File: src/rtl/dmem_responder.sv
// dmem_responder
//
// Memory-side responder for the data-memory port. Accepts one request at a
// time over a valid/ready handshake, completes it after a fixed latency and
// returns the result over a second valid/ready handshake. Stores honour
// per-byte enables; misaligned or out-of-range accesses are flagged and have
// no side effect.
//
// Latency convention: a request whose acceptance cycle starts at edge T has
// rsp_valid high from edge T+LATENCY, so with rsp_ready held high a new
// request can be accepted every LATENCY+1 cycles. The RAM access commits on
// the same edge that raises rsp_valid.
//
// Ports:
//   clk        in   clock, all logic on posedge
//   reset      in   synchronous active-high reset
//   req_valid  in   initiator presents a request
//   req_ready  out  responder idle and able to accept
//   req_we     in   1 = store, 0 = load
//   req_addr   in   byte address (word aligned)
//   req_wdata  in   store data
//   req_be     in   byte enables for stores
//   rsp_valid  out  response available
//   rsp_ready  in   initiator accepts response
//   rsp_rdata  out  load data, 0 for stores and errors
//   rsp_err    out  access was misaligned or out of range

module dmem_responder #(
   parameter int unsigned DEPTH   = 64,
   parameter int unsigned LATENCY = 2
) (
   input  logic        clk,
   input  logic        reset,
   input  logic        req_valid,
   output logic        req_ready,
   input  logic        req_we,
   input  logic [31:0] req_addr,
   input  logic [31:0] req_wdata,
   input  logic [3:0]  req_be,
   output logic        rsp_valid,
   input  logic        rsp_ready,
   output logic [31:0] rsp_rdata,
   output logic        rsp_err
);

   localparam int unsigned AW = (DEPTH > 1) ? $clog2(DEPTH) : 1;

   typedef enum logic [1:0] {StIdle, StWait, StResp} state_e;

   state_e      state_q, state_d;
   logic [3:0]  cnt_q, cnt_d;
   logic        accept;
   logic        commit;

   logic        we_q;
   logic [31:0] addr_q;
   logic [31:0] wdata_q;
   logic [3:0]  be_q;

   logic [31:0] rdata_q;
   logic        err_q;

   logic [31:0] mem [DEPTH];

   // Access operands: with LATENCY=1 the commit happens on the acceptance
   // edge itself, so the request inputs are used directly.
   logic        acc_we;
   logic [31:0] acc_addr;
   logic [31:0] acc_wdata;
   logic [3:0]  acc_be;
   logic        acc_err;
   logic [AW-1:0] acc_idx;

   always_comb begin
      if (state_q == StIdle) begin
         acc_we    = req_we;
         acc_addr  = req_addr;
         acc_wdata = req_wdata;
         acc_be    = req_be;
      end else begin
         acc_we    = we_q;
         acc_addr  = addr_q;
         acc_wdata = wdata_q;
         acc_be    = be_q;
      end
      // Full 30-bit word index is compared so high addresses never alias.
      acc_err = (acc_addr[1:0] != 2'b00) || ({2'b00, acc_addr[31:2]} >= DEPTH);
      acc_idx = acc_addr[AW+1:2];
   end

   always_comb begin
      state_d = state_q;
      cnt_d   = cnt_q;
      accept  = 1'b0;
      commit  = 1'b0;
      unique case (state_q)
         StIdle: begin
            if (req_valid) begin
               accept = 1'b1;
               cnt_d  = 4'(LATENCY - 1);
               if (LATENCY == 1) begin
                  commit  = 1'b1;
                  state_d = StResp;
               end else begin
                  state_d = StWait;
               end
            end
         end
         StWait: begin
            // Commit on the edge where the counter runs out.
            if (cnt_q <= 4'd1) begin
               commit  = 1'b1;
               cnt_d   = 4'd0;
               state_d = StResp;
            end else begin
               cnt_d = cnt_q - 4'd1;
            end
         end
         StResp: begin
            if (rsp_ready) begin
               state_d = StIdle;
            end
         end
         default: state_d = StIdle;
      endcase
   end

   always_ff @(posedge clk) begin
      if (reset) begin
         state_q <= StIdle;
         cnt_q   <= 4'd0;
         rdata_q <= 32'd0;
         err_q   <= 1'b0;
      end else begin
         state_q <= state_d;
         cnt_q   <= cnt_d;
         if (commit) begin
            err_q   <= acc_err;
            rdata_q <= (!acc_err && !acc_we) ? mem[acc_idx] : 32'd0;
         end
      end
   end

   // Request capture needs no reset: it is only consumed after an accept.
   always_ff @(posedge clk) begin
      if (!reset && accept) begin
         we_q    <= req_we;
         addr_q  <= req_addr;
         wdata_q <= req_wdata;
         be_q    <= req_be;
      end
   end

   // RAM contents survive reset; a reset on the commit edge suppresses the write.
   always_ff @(posedge clk) begin
      if (!reset && commit && acc_we && !acc_err) begin
         for (int i = 0; i < 4; i++) begin
            if (acc_be[i]) begin
               mem[acc_idx][8*i +: 8] <= acc_wdata[8*i +: 8];
            end
         end
      end
   end

   assign req_ready = (state_q == StIdle);
   assign rsp_valid = (state_q == StResp);
   assign rsp_rdata = rdata_q;
   assign rsp_err   = err_q;

endmodule

File: config.mk
export PLATFORM = sky130hd
export DESIGN_NAME = dmem_responder
export DESIGN_NICKNAME = d
export VERILOG_FILES = /design/src/rtl/dmem_responder.sv
export SDC_FILE = /design/constraint.sdc
export NUM_CORES = 2
export LEC_CHECK = 0
export ABC_AREA = 1
export BUFFER_PORTS_ARGS = -buffer_cell sky130_fd_sc_hd__buf_2
export CAP_MARGIN = 0
export CORE_ASPECT_RATIO = 2
export CORE_MARGIN = 3
export CORE_UTILIZATION = 35
export CTS_BUF_LIST = sky130_fd_sc_hd__clkbuf_8
export DETAILED_ROUTE_END_ITERATION = 12
export HOLD_SLACK_MARGIN = 0.08
export SYNTH_ARGS = -nofsm -noshare
export SYNTH_HDL_FRONTEND = slang
export SYNTH_SLANG_ARGS = --single-unit
File: constraint.sdc
create_clock -name clk -period 4.15 [get_ports clk]
set_input_delay 0.83 -clock clk [delete_from_list [all_inputs] [get_ports clk]]
set_output_delay 0.83 -clock clk [all_outputs]
set_load 0.02 [all_outputs]
Word level (Yosys, flattened, before mapping)
Memory sizes are Yosys's and may differ from the RTL's.
Cells that the tools add are included.

operators by class
  magnitude comparators = 2
  $add $sub $neg = 1
  equal/unequal tests = 5
  reduce and logical (&&, ||, !) cells = 14
  muxes and demuxes = 28

operators with widths
  kind                                                                    number
  32-bit two-way mux                                                      3
  30-bit by 7-bit >= comparator with 1-bit output, second input constant  1
  1-bit two-way mux                                                       17
  4-bit two-way mux                                                       3
  4-bit one-hot mux with 2 select lines                                   1
  2-bit two-way mux                                                       3
  2-bit one-hot mux with 3 select lines                                   1
  1-bit logical AND                                                       5
  4-bit by 1-bit <= comparator with 1-bit output, second input constant   1
  2-bit != test, second input constant                                    2
  2-bit nonzero test                                                      2
  4-bit by 1-bit subtractor with 4-bit output, second input constant      1
  1-bit zero test                                                         3
  3-bit AND reduction                                                     1
  2-bit by 1-bit == test with 1-bit output, second input constant         1
  2-bit == test, second input constant                                    1
  2-bit zero test                                                         1
  2-bit by 1-bit != test with 1-bit output, second input constant         1
  2-bit AND reduction                                                     1
  1-bit logical OR                                                        1

storage, ports and cells
  memories kept = 1
  flip-flop bits (word level) = 108
  logic and storage cells = 59
  input port bits = 73
  output and inout port bits = 35
  memory bits (writable) = 2048

memory list
  name  words  bits a word  rd ports  clocked after Yosys merged registers in  wr ports  RTL line  source
  mem   64     32           1         0                                        1         63        logic [31:0] mem [DEPTH];

Depth between registers and ports, before layout
  word-level depth = 8
  mapped depth = 18
  mapped depth without buffers = 15

Worst setup path before layout
OpenSTA, ideal clock, no wires.

  kind = input to register
  start = input req_valid
  end = register addr_q[0] (enable)
  arrival time = 3.805 ns
  cell stages on the path = 2
  library setup time = 0.496 ns
  buffers on the path = 0
  data required time = 3.654 ns
  setup slack = -0.151 ns
  cells stage by stage = nand2_1 -> nor2_1

between the ends
  word-level cells in the longest chain between the ends = 3

ends and longest elaborated chain
  element               RTL line  source
  from (decl)           34        input logic req_valid,
  1-bit two-way mux     98        if (req_valid) begin
  1-bit two-way mux     96        unique case (state_q)
  1-bit logical AND     146       if (!reset && accept) begin
  to (signal assigned)  148       addr_q <= req_addr;
  to (decl)             56        logic [31:0] addr_q;

Every way passes these cells.
A chain may end at the register's enable or synchronous reset.

Worst setup path in the final report
  start = register state_q[1]
  end = memory mem[38][3] (enable)

between the ends
  word-level cells in the longest chain between the ends = 8
  elaborated cells between the ends (all ways) = 16
  classes of those cells = order compare: 1; eq/ne: 1; mux: 7; reduce/logical: 7

ends and longest elaborated chain
  element                                                                                RTL line  source
  from (decl)                                                                            50        state_e state_q, state_d;
  from (signal assigned)                                                                 130       state_q <= StIdle;
  from (signal assigned)                                                                 135       state_q <= state_d;
  2-bit zero test                                                                        75        if (state_q == StIdle) begin
  32-bit two-way mux                                                                     75
  30-bit by 7-bit >= comparator with 1-bit output or 2-bit nonzero test (tied branches)  87        acc_err = (acc_addr[1:0] != 2'b00) || ({2'b00, acc_addr[31:2]} >= DEPTH);
  1-bit logical OR                                                                       87
  1-bit zero test                                                                        156       if (!reset && commit && acc_we && !acc_err) begin
  1-bit logical AND                                                                      156
  1-bit two-way mux                                                                      156
  1-bit two-way mux (not written as such)                                                159       mem[acc_idx][8*i +: 8] <= acc_wdata[8*i +: 8];
  to (decl)                                                                              63

Parallel ways exist; a longest one is shown, timed or not.

==> results.md <==
* Most numerous cell in the Yosys netlist: nand2_1
* Clock Pin Slew Worst Setup and Hold Paths at 70 ps
* Max_cap viols at 0
* Unrepaired setup endpoints after global routing: false
* First-pass GRT wire length at 415000 µm
* Avg Cell Area, Syn at 10.45 µm²
* Ys flop type: edfxtp_1
* Pre-CTS setup slack at -117.9 ps
* Via Count at 62520
* Share of cells above drive strength 1 at 0.09744
* Largest area contributor in the netlist: edfxtp_1
* Top cells by area, synth: edfxtp_1, nand2_1, inv_1, nand3_1, nor2_1
* Clock Tree Root: clkbuf_8
* Endpoints failing setup at 0
* Worst Path Max Fanout at 18
* Clock Path Buffers at 4
* Crit Path Class: register to register
* Setup Skew at 49.36 ps
* Seq cells post-synth at 2156
* Clk_lat worst skew at 940 ps
* Critical path arrival at 4540 ps
* Worst endpoint required time at 4710 ps
* Starting Density at 0.3524
* Period utilisation layout at 0.9578
* Cells after DPL at 12140
* Area grow syn2layout at 14.27%
* Share of the synthesized area in the top cell type at 0.7019
* Boundary Pins at 108
* # clock sinks at 2156
* Post-Syn Area at 0.09057 mm²
* Post-DP HPWL at 194100 µm
* Setup WS post-layout at 175.2 ps
* Total die area at 0.2653 mm²
* GRT overflow at 0
* Nets at 9120
* Final Hold Vio Count at 0
* Tightest Hold Check Type: primary input to register
* Setup crit end kind: register
* CP Launch Type: register
* Lkg Pwr at 41.62 nW
* Post-Route WL at 290000 µm
* Die Span Y at 725.4 µm
* Final slew viol count at 0
* VDD IR-drop max at 0.8590 mV
* Async set or reset register ratio after synthesis at 0
* Hold slack at 181.8 ps
* DRC violations left at 0
* Chip width at 365.7 µm
* Syn nets at 8744
* Pwr per Cell Area at 630.6 mW/mm²
* Post-synth cell types at 32
* Status: complete, no violations
* Routed Antenna Nets at 0
* Vias in the first global route at 63080
* Layout Utilization at 0.4027
* Fin cells at 12720
* Row count at 263
* Tightest Pin Transition at 1110 ps
* Drt pass-1 iters at 8
* Synth warn at 0
* Core area at 0.2570 mm²
* GR Util All Layers at 0.2126
* Largest net degree at the start of global routing at 133
* Via density per instance at 4.915
* Initial DRC count at 5071
* Top post-synthesis cells by count: nand2_1, edfxtp_1, inv_1, nand3_1, nor2_1
* Overall power at 65.26 mW
* Post-synthesis sequential area ratio at 0.7105
* Period minus WS final at 3975 ps
* H-Tree Depth at 5
* Setup bufs post-CTS at 0
* Worst slew margin at 0.2600
* CTS tree: built
* Wire per inst at 22.80 µm
* Total CTS buffers at 285
* Final RePlAce weighted congestion at 0.9446
* Fmax at 0.2516 GHz
* Initial antenna violation count at 8
* Gate Count Post-Synth at 8669
* EDFF count, synth at 2117
* Port Buffers at 107
power by group:
group          internal [mW]  switching (mW)
logic                   5.02            17.3
clock network           8.14            8.07
registers               26.7          0.0452
total                   39.9            25.4
routing by layer:
metal / GRT usage / vias up / share of wire
met2: 0.3753 / 2434 / 0.50
met4: 0.1846 / 4 / 0.10
met5: 0 / - / 0.000076
li1: - / 28940 / -
met3: 0.02908 / 778 / 0.058
met1: 0.2212 / 30360 / 0.34
layout make-up:
cell class | instances | area (µm²)
fillers | 24620 | 153500
flip-flops and latches | 2156 | 64350
multi-input cells | 5230 | 21440
repair buffers | 524 | 4584
well taps | 3445 | 4310
clock buffers | 301 | 4143
inverters | 848 | 3183
clock inverters | 208 | 1474
diodes | 6 | 15.01
through the flow:
step           area (µm²)  setup TNS, ps
6_report           103500              0
5_1_grt            103500              0
4_1_cts            103500              0
3_5_place_dp        97200          -1882
3_3_place_gp        97200          -1624
2_1_floorplan       90580              0
final timing paths:
kind                         startpoint                         end  slack [ps]  depth (start not counted)
max             state_q[1]$_SDFFE_PP0P_        mem[38][3]$_DFFE_PP_         180                          9
min reg2reg  rsp_rdata[31]$_SDFFE_PP0P_  rsp_rdata[31]$_SDFFE_PP0P_         450                          2
min                               reset     state_q[1]$_SDFFE_PP0P_         180                          2
max reg2reg     state_q[1]$_SDFFE_PP0P_        mem[38][3]$_DFFE_PP_         180                          9
critical path, stage by stage (launching register included):
cell     delay [ps]
dfxtp_1         350
inv_1            90
nand2_2         170
or2_2           320
o21ai_1         450
inv_1           300
nor3_2          260
buf_12          220
nand2_1         630
nor2_1          770
registers in the layout (all words and copies together), names as in the netlist:
signal / cells
mem: 2048
rsp_err: 1
we_q: 1
wdata_q: 32
rsp_rdata: 32
be_q: 4
cnt_q: 4
state_q: 2
addr_q: 32
layout by cell type (no fill, tap or decap), drive strengths merged, types with 11 or more instances in the layout:
master,count
and2,28
a21oi,37
edfxtp,2117
o21ai,181
nand3,562
nand2,3776
clkinv,101
bufinv,22
nand4,124
dlygate4sd3,67
inv,922
clkinvlp,11
clkbuf,301
nor2,496
dfxtp,39
buf,457
repair_timing:
action | CTS | global route
hold buffers | 67 | 0
gates resized for setup | 0 | 0
hold endpoints to repair | 67 | 0
cell families (layout without fill, tap and decap cells):
logic type / count (synthesis) / count (layout) / share of synthesized area
flip-flops: 2156 / 2156 / 0.7105
adder cells (fa/ha/maj): 2 / 2 / 0.0002762
AO/OA/AOI/OAI: 223 / 223 / 0.01249
buffers and inverters: 1283 / 1881 / 0.05629
XOR/XNOR: 2 / 2 / 0.0001934
multiplexers: 1 / 1 / 0.0001105
AND/OR/NAND/NOR: 5002 / 5002 / 0.2201
other: 0 / 6 / 0
Power figures use the tool's default switching activity.
